File: src/rtl/mem_io_pkg.sv
`default_nettype none
// ============================================================================
//  Module   : mem_io_pkg
//  Purpose  : Shared types and constants for the data-memory / IO arbiter.
//  Revision : 1.0  initial release
// ============================================================================
package mem_io_pkg;

    // Arbiter transaction sequencer states
    typedef enum logic [1:0] {
        IDLE  = 2'd0,
        ISSUE = 2'd1,
        RESP  = 2'd2
    } state_e;

    // Requester identity, also used as the round-robin history bit
    typedef enum logic {
        GNT_CPU = 1'b0,
        GNT_LD  = 1'b1
    } grant_e;

    // Default IO map: page 0xFFFFFC00-0xFFFFFFFF, LED at 0x60, switches at 0x70
    localparam logic [21:0] c_io_hi    = 22'h3FFFFF;
    localparam logic [9:0]  c_led_base = 10'h060;
    localparam logic [9:0]  c_sw_base  = 10'h070;

endpackage : mem_io_pkg
`default_nettype wire

File: src/rtl/io_addr_decode.sv
`default_nettype none
// ============================================================================
//  Module   : io_addr_decode
//  Purpose  : Combinational classification of a latched access address into
//             memory / LED / switch / unmapped space plus alignment check.
//  Revision : 1.0  initial release
// ============================================================================
module io_addr_decode
    import mem_io_pkg::*;
#(
    parameter logic [21:0] IO_HI    = c_io_hi,
    parameter logic [9:0]  LED_BASE = c_led_base,
    parameter logic [9:0]  SW_BASE  = c_sw_base
) (
    input  logic [31:0] addr,
    output logic        is_io,
    output logic        is_led,
    output logic        is_sw,
    output logic        unmapped,
    output logic        misaligned
);

    // IO blocks are 16-bit wide so only bit 0 must be clear there; memory is word-wide
    always_comb begin
        is_io      = (addr[31:10] == IO_HI);
        is_led     = is_io && (addr[9:2] == LED_BASE[9:2]);
        is_sw      = is_io && (addr[9:2] == SW_BASE[9:2]);
        unmapped   = is_io && !is_led && !is_sw;
        misaligned = is_io ? addr[0] : (addr[1:0] != 2'b00);
    end

endmodule : io_addr_decode
`default_nettype wire

File: src/rtl/mem_io_arbiter.sv
`default_nettype none
// ============================================================================
//  Module   : mem_io_arbiter
//  Purpose  : Round-robin arbiter sharing the data memory and LED/switch IO
//             between the CPU and the UART loader; fixed 3-cycle accesses.
//  Revision : 1.0  initial release
// ============================================================================
module mem_io_arbiter
    import mem_io_pkg::*;
#(
    parameter int          MEM_ADDR_W = 14,
    parameter logic [21:0] IO_HI      = c_io_hi,
    parameter logic [9:0]  LED_BASE   = c_led_base,
    parameter logic [9:0]  SW_BASE    = c_sw_base
) (
    input  logic                  clock,
    input  logic                  reset,
    input  logic                  cpu_req,
    input  logic                  cpu_we,
    input  logic [31:0]           cpu_addr,
    input  logic [31:0]           cpu_wdata,
    output logic                  cpu_ack,
    output logic                  cpu_err,
    output logic                  cpu_stall,
    input  logic                  ld_req,
    input  logic                  ld_we,
    input  logic [31:0]           ld_addr,
    input  logic [31:0]           ld_wdata,
    output logic                  ld_ack,
    output logic                  ld_err,
    output logic [31:0]           rdata,
    output logic [MEM_ADDR_W-1:0] mem_addr,
    output logic                  mem_we,
    output logic [31:0]           mem_wdata,
    input  logic [31:0]           mem_rdata,
    output logic                  led_cs,
    output logic                  led_we,
    output logic [1:0]            led_addr,
    output logic [15:0]           led_wdata,
    output logic                  sw_cs,
    output logic                  sw_rd,
    output logic [1:0]            sw_addr,
    input  logic [15:0]           sw_rdata
);

    state_e                state_q, state_d;
    grant_e                last_grant_q, last_grant_d;
    grant_e                gnt_q, gnt_d;
    logic                  we_q, we_d;
    logic [31:0]           addr_q, addr_d;
    logic [31:0]           wdata_q, wdata_d;
    logic [MEM_ADDR_W-1:0] mem_addr_q, mem_addr_d;

    grant_e                w_win;
    logic [31:0]           w_win_addr;
    logic                  w_is_io, w_is_led, w_is_sw, w_unmapped, w_misaligned;
    logic                  w_err;

    io_addr_decode #(
        .IO_HI    (IO_HI),
        .LED_BASE (LED_BASE),
        .SW_BASE  (SW_BASE)
    ) u_decode (
        .addr       (addr_q),
        .is_io      (w_is_io),
        .is_led     (w_is_led),
        .is_sw      (w_is_sw),
        .unmapped   (w_unmapped),
        .misaligned (w_misaligned)
    );

    assign w_err = w_unmapped | w_misaligned;

    // Round-robin pick: on a tie the requester not served last time wins
    always_comb begin
        w_win = GNT_CPU;
        if (cpu_req && ld_req) begin
            w_win = (last_grant_q == GNT_CPU) ? GNT_LD : GNT_CPU;
        end else if (ld_req) begin
            w_win = GNT_LD;
        end
        w_win_addr = (w_win == GNT_CPU) ? cpu_addr : ld_addr;
    end

    // Sequencer next state and request latching on the IDLE->ISSUE edge
    always_comb begin
        state_d      = state_q;
        last_grant_d = last_grant_q;
        gnt_d        = gnt_q;
        we_d         = we_q;
        addr_d       = addr_q;
        wdata_d      = wdata_q;
        mem_addr_d   = mem_addr_q;
        case (state_q)
            IDLE: begin
                if (cpu_req || ld_req) begin
                    state_d      = ISSUE;
                    gnt_d        = w_win;
                    last_grant_d = w_win;
                    we_d         = (w_win == GNT_CPU) ? cpu_we    : ld_we;
                    addr_d       = w_win_addr;
                    wdata_d      = (w_win == GNT_CPU) ? cpu_wdata : ld_wdata;
                    // Only memory accesses move the memory address bus
                    if (w_win_addr[31:10] != IO_HI) begin
                        mem_addr_d = w_win_addr[MEM_ADDR_W+1:2];
                    end
                end
            end
            ISSUE:   state_d = RESP;
            RESP:    state_d = IDLE;
            default: state_d = IDLE;
        endcase
    end

    // State and latched-request registers
    always_ff @(posedge clock) begin
        if (reset) begin
            state_q      <= IDLE;
            last_grant_q <= GNT_LD;
            gnt_q        <= GNT_CPU;
            we_q         <= 1'b0;
            addr_q       <= 32'h0;
            wdata_q      <= 32'h0;
            mem_addr_q   <= '0;
        end else begin
            state_q      <= state_d;
            last_grant_q <= last_grant_d;
            gnt_q        <= gnt_d;
            we_q         <= we_d;
            addr_q       <= addr_d;
            wdata_q      <= wdata_d;
            mem_addr_q   <= mem_addr_d;
        end
    end

    // Strobes, acks and read-data mux; reset masks everything so an aborted
    // ISSUE never commits a write at the same edge that clears the state
    always_comb begin
        mem_we  = 1'b0;
        led_cs  = 1'b0;
        led_we  = 1'b0;
        sw_cs   = 1'b0;
        sw_rd   = 1'b0;
        cpu_ack = 1'b0;
        ld_ack  = 1'b0;
        cpu_err = 1'b0;
        ld_err  = 1'b0;
        rdata   = 32'h0;
        if (!reset && state_q == ISSUE && !w_err) begin
            if (!w_is_io) begin
                mem_we = we_q;
            end else if (w_is_led) begin
                led_cs = 1'b1;
                led_we = we_q;
            end else if (w_is_sw) begin
                sw_cs = 1'b1;
                sw_rd = ~we_q;
            end
        end
        if (!reset && state_q == RESP) begin
            cpu_ack = (gnt_q == GNT_CPU);
            ld_ack  = (gnt_q == GNT_LD);
            cpu_err = (gnt_q == GNT_CPU) && w_err;
            ld_err  = (gnt_q == GNT_LD) && w_err;
            if (!w_err) begin
                if (!w_is_io) begin
                    rdata = mem_rdata;
                end else if (w_is_sw && !we_q) begin
                    rdata = {16'h0, sw_rdata};
                end
            end
        end
    end

    assign cpu_stall = cpu_req & ~cpu_ack;
    assign mem_addr  = mem_addr_q;
    assign mem_wdata = wdata_q;
    assign led_addr  = addr_q[1:0];
    assign led_wdata = wdata_q[15:0];
    assign sw_addr   = addr_q[1:0];

endmodule : mem_io_arbiter
`default_nettype wire

File: config.mk
export PLATFORM = sky130hd
export DESIGN_NAME = mem_io_arbiter
export DESIGN_NICKNAME = d
export VERILOG_FILES = /design/src/rtl/mem_io_pkg.sv /design/src/rtl/io_addr_decode.sv /design/src/rtl/mem_io_arbiter.sv
export SDC_FILE = /design/constraint.sdc
export NUM_CORES = 1
export LEC_CHECK = 0
export ABC_AREA = 1
export CORE_AREA = 4 4 111 113
export DETAILED_ROUTE_END_ITERATION = 12
export DIE_AREA = 0 0 115 117
export DONT_BUFFER_PORTS = 1
export GPL_TIMING_DRIVEN = 0
export PLACE_DENSITY = 0.61
export SLEW_MARGIN = 20
export SYNTH_ARGS = -nofsm -noshare
export SYNTH_HDL_FRONTEND = slang
export SYNTH_SLANG_ARGS = --single-unit
File: constraint.sdc
create_clock -name clock -period 5.3 [get_ports clock]
set_input_delay 0.795 -clock clock [delete_from_list [all_inputs] [get_ports clock]]
set_output_delay 0.795 -clock clock [all_outputs]
set_load 0.02 [all_outputs]
==> impl_results.md <==
* Status: completed
* Nets@finish at 893
* Top-count cell post-synth: nand2_1
* Hold Worst Slack at 472.1 ps
* All-Layer GR Usage at 21.11%
* Grt peak-use layer: met2
* Worst-Skew Late Latency at around 340 ps
* Largest net degree at the start of global routing at 15
* Layout Skew at a little under 10 ps
* Die height at 117 microns
* Psw at roughly 0.00059 W
* Share of layout cells above drive strength 1 at 7.402%
* Met3 Use GR at 5.193%
* Sw frac at 31.24%
* Routed Wire Length at 15,300 microns
* I/O Buffers at 0
* CP startpoint kind: flip-flop
* Hold Path Depth at 2
* Clock root buffer: clkbuf_16
* Max stage delay on crit path at 450 ps
* Tightest Pin Transition at ~780 ps
* Final TNS setup at 0 ps
* Worst Hold Class: reg2reg
* RSZ-0062 raised after global routing: false
* DRC at 0
* Post-Syn Instances at 700
* Post-CTS Hold Fix Bufs at 0
* Initial Util at 40.42%
* Yosys cell types at 23
* CP Capture Type: output pin
* Fin util at 45.10%
* Cell area after synthesis at 4576 sq um
* Critical R2R Launch: last_grant_q$_SDFFE_PP1P_
* Worst R2R End: mem_addr[13]$_SDFFE_PP0P_
* Die Wd at 115 microns
* Max-slew violations at 0
* Arr. time, crit path at 2620 ps
* P_leak at 2.385 nW
* GRT Residual Overflow at 0
* Initial drt markers at roughly 360
* Placed wire-length estimate at about 12,000 microns
* Maxcap violations at 0
* # rows at 39
* Clk pin slew, worst setup/hold paths at about 60 ps
* Register area share after synthesis at 36.31%
* First-pass GRT wire length at 22,320 microns
* Initial antenna violation count at 0
* Tmin final at 3415 ps
* Cts bufs inserted at 9
* Post-Layout Cell Count at roughly 860
* Synth-to-Final Area Change at 11.59%
* Relative slew slack at about 48%
* Setup Crit Path Kind: reg2out
* Die ar. at 13,460 sq um
* Core ar. at 11,320 sq um
* Top_reg_cell synth: dfxtp_1
* Pint at 0.001293 W
* Antenna Diode Count at 0
* Comb power frac at around 18%
* H-tree depth at 3
* Synth top cells by count: nand2_1, dfxtp_1, nor2_1
* Cell mode on critical path: nor2_1
* Cts repair resizes at 0
* Worst-case clock buffer depth at 2
* Detailed Routing Iterations Pass 1 at 5
* Post-CTS Setup Inserts at 0
* Syn. warnings at 0
* Count of flip-flops with a built-in enable after synthesis at 0
* CTS tree: yes
* Largest area contributor in the netlist: dfxtp_1
* Syn Nets at ~900
* Slowest-stage cell, CP: nand4_1
* M2 GR Usage at 38.04%
* Crit share post-route at between 60% and 70%
* DR vias at 4,622
* Clock Power Share at 39.2%
* Min-delay src: state_q[0]$_SDFFE_PP0P_
* Clock sink count at 83
* WHS Endpoint: state_q[1]$_SDFFE_PP0P_
* Met1 GRT Util at 24.22%
* Syn avg cell area at 6.537 sq um
* R2r setup slk at between 3000 and 4000 ps
* Setup violations, final at 0
* Sequential cell fraction of total power at 43.0%
* Hold Fails Final Rpt at 0
* CP max FO at 10
* Avg Vias per Cell at between 5 and 6
* Worst IR drop on VDD at 0.1676 mV
* Number of global-route vias before repair at 4,439
* I/O Pins at 290
* Per-cell routed wire length at 17.81 microns
* Asr flop ratio synth at 0%
* Worst r2r path cells at 13
* Post-synth top area share at 36.31%
* Top cells by area, synth: dfxtp_1, nand2_1, o21ai_0
* Power Dens Cells at about 370 nW/um^2
* Synth Register Bits at 83
* GP Congestion at 0.8492
* Fmax at slightly below 300 MHz
* ANT nets after route at 0
* Crit path cell chain: nor2_1 > nand3_1 > nor4_1 > nand4_1 > clkbuf_1 > o21a_1 > nor2_1
* Worst EP required at 4510 ps
* Placed Cells at around 840
-- power groups by stage --
stage / registers, W / clock network, W / logic (W)
finish: 0.000810 / 0.000737 / 0.000334
global route: 0.000818 / 0.000771 / 0.000377
CTS: 0.000809 / 0.000746 / 0.000337
detailed placement: 0.000822 / 0 / 0.000336
global placement: 0.000821 / 0 / 0.000329
floorplan: 0.000800 / 0 / 0.000267
-- worst max-delay path: cells and delay by family (launching register included) --
kind                   cells  cell delay, ps
and+or+nand+nor            5            1400
buffers and inverters      1             330
DFF                        1             310
AOI/OAI and AO/OA          1             230
-- routing by layer --
layer	wire length [microns]	vias up	part of all wire, %
li1	-	2280	-
met1	5966	2097	39
met2	7863	224	51
met3	1241	21	8.1
met4	231	0	1.5
met5	0	-	0
-- sequential cells by signal, summed over array words and instances (netlist names) --
name / flops
gnt_q: 1
addr_q: 32
last_grant_q: 1
mem_addr: 14
state_q: 2
mem_wdata: 32
we_q: 1
-- cell type report --
type | count | area, sq um
fillers | 1196 | 6215
multi-input cells | 490 | 2317
flip-flops and latches | 83 | 1662
plain buffers | 66 | 367.9
clock buffers | 11 | 242.7
inverters | 61 | 229.0
well taps | 143 | 178.9
clock inverters | 5 | 108.9
-- logic make-up after synthesis --
| group | after synthesis | share of synthesized area, % |
|---|---|---|
| buffers and inverters | 127 | 13.04 |
| AOI/OAI and AO/OA | 165 | 19.93 |
| and+or+nand+nor | 317 | 28.96 |
| muxes | 8 | 1.750 |
| DFF | 83 | 36.31 |
-- worst max-delay path by stage --
stage / startpoint / endpoint / cells past startpoint
final: addr_q[2]$_SDFFE_PP0P_ / rdata[14] / 7
after global routing: addr_q[2]$_SDFFE_PP0P_ / rdata[8] / 7
after CTS: addr_q[2]$_SDFFE_PP0P_ / rdata[14] / 7
after detailed placement: addr_q[2]$_SDFFE_PP0P_ / rdata[14] / 7
after global placement: addr_q[2]$_SDFFE_PP0P_ / rdata[11] / 7
after floorplan: reset / rdata[12] / 4
-- through the flow --
step                total power [W]  setup WS (ps)  instance area (sq um)
floorplan                  0.001067           2807                   4576
global placement           0.001150           2334                   4755
detailed placement         0.001157           2284                   4755
CTS                        0.001893           1892                   5106
global route               0.001966           1679                   5106
finish                     0.001881           1885                   5106
-- placed cells by master (no fill, tap or decap), types with 2 or more instances in the layout --
cell       netlist  routed
a21oi_1         43      43
a31oi_1         37      37
buf_1            2       2
buf_2            9       9
buf_4           21      21
buf_6            4       4
bufinv_16        0       3
clkbuf_1        30      31
clkbuf_16        0       9
dfxtp_1         83      83
inv_1           60      60
mux2i_1          8       8
nand2_1        194     194
nand2_4          2       2
nand3_1         17      17
nand3b_1        18      18
nand4_1          5       5
nor2_1          71      71
nor3_1           8       8
o21a_1          16      16
o21ai_0         66      66
o21ai_1          3       3
Power figures use the tool's default switching activity.
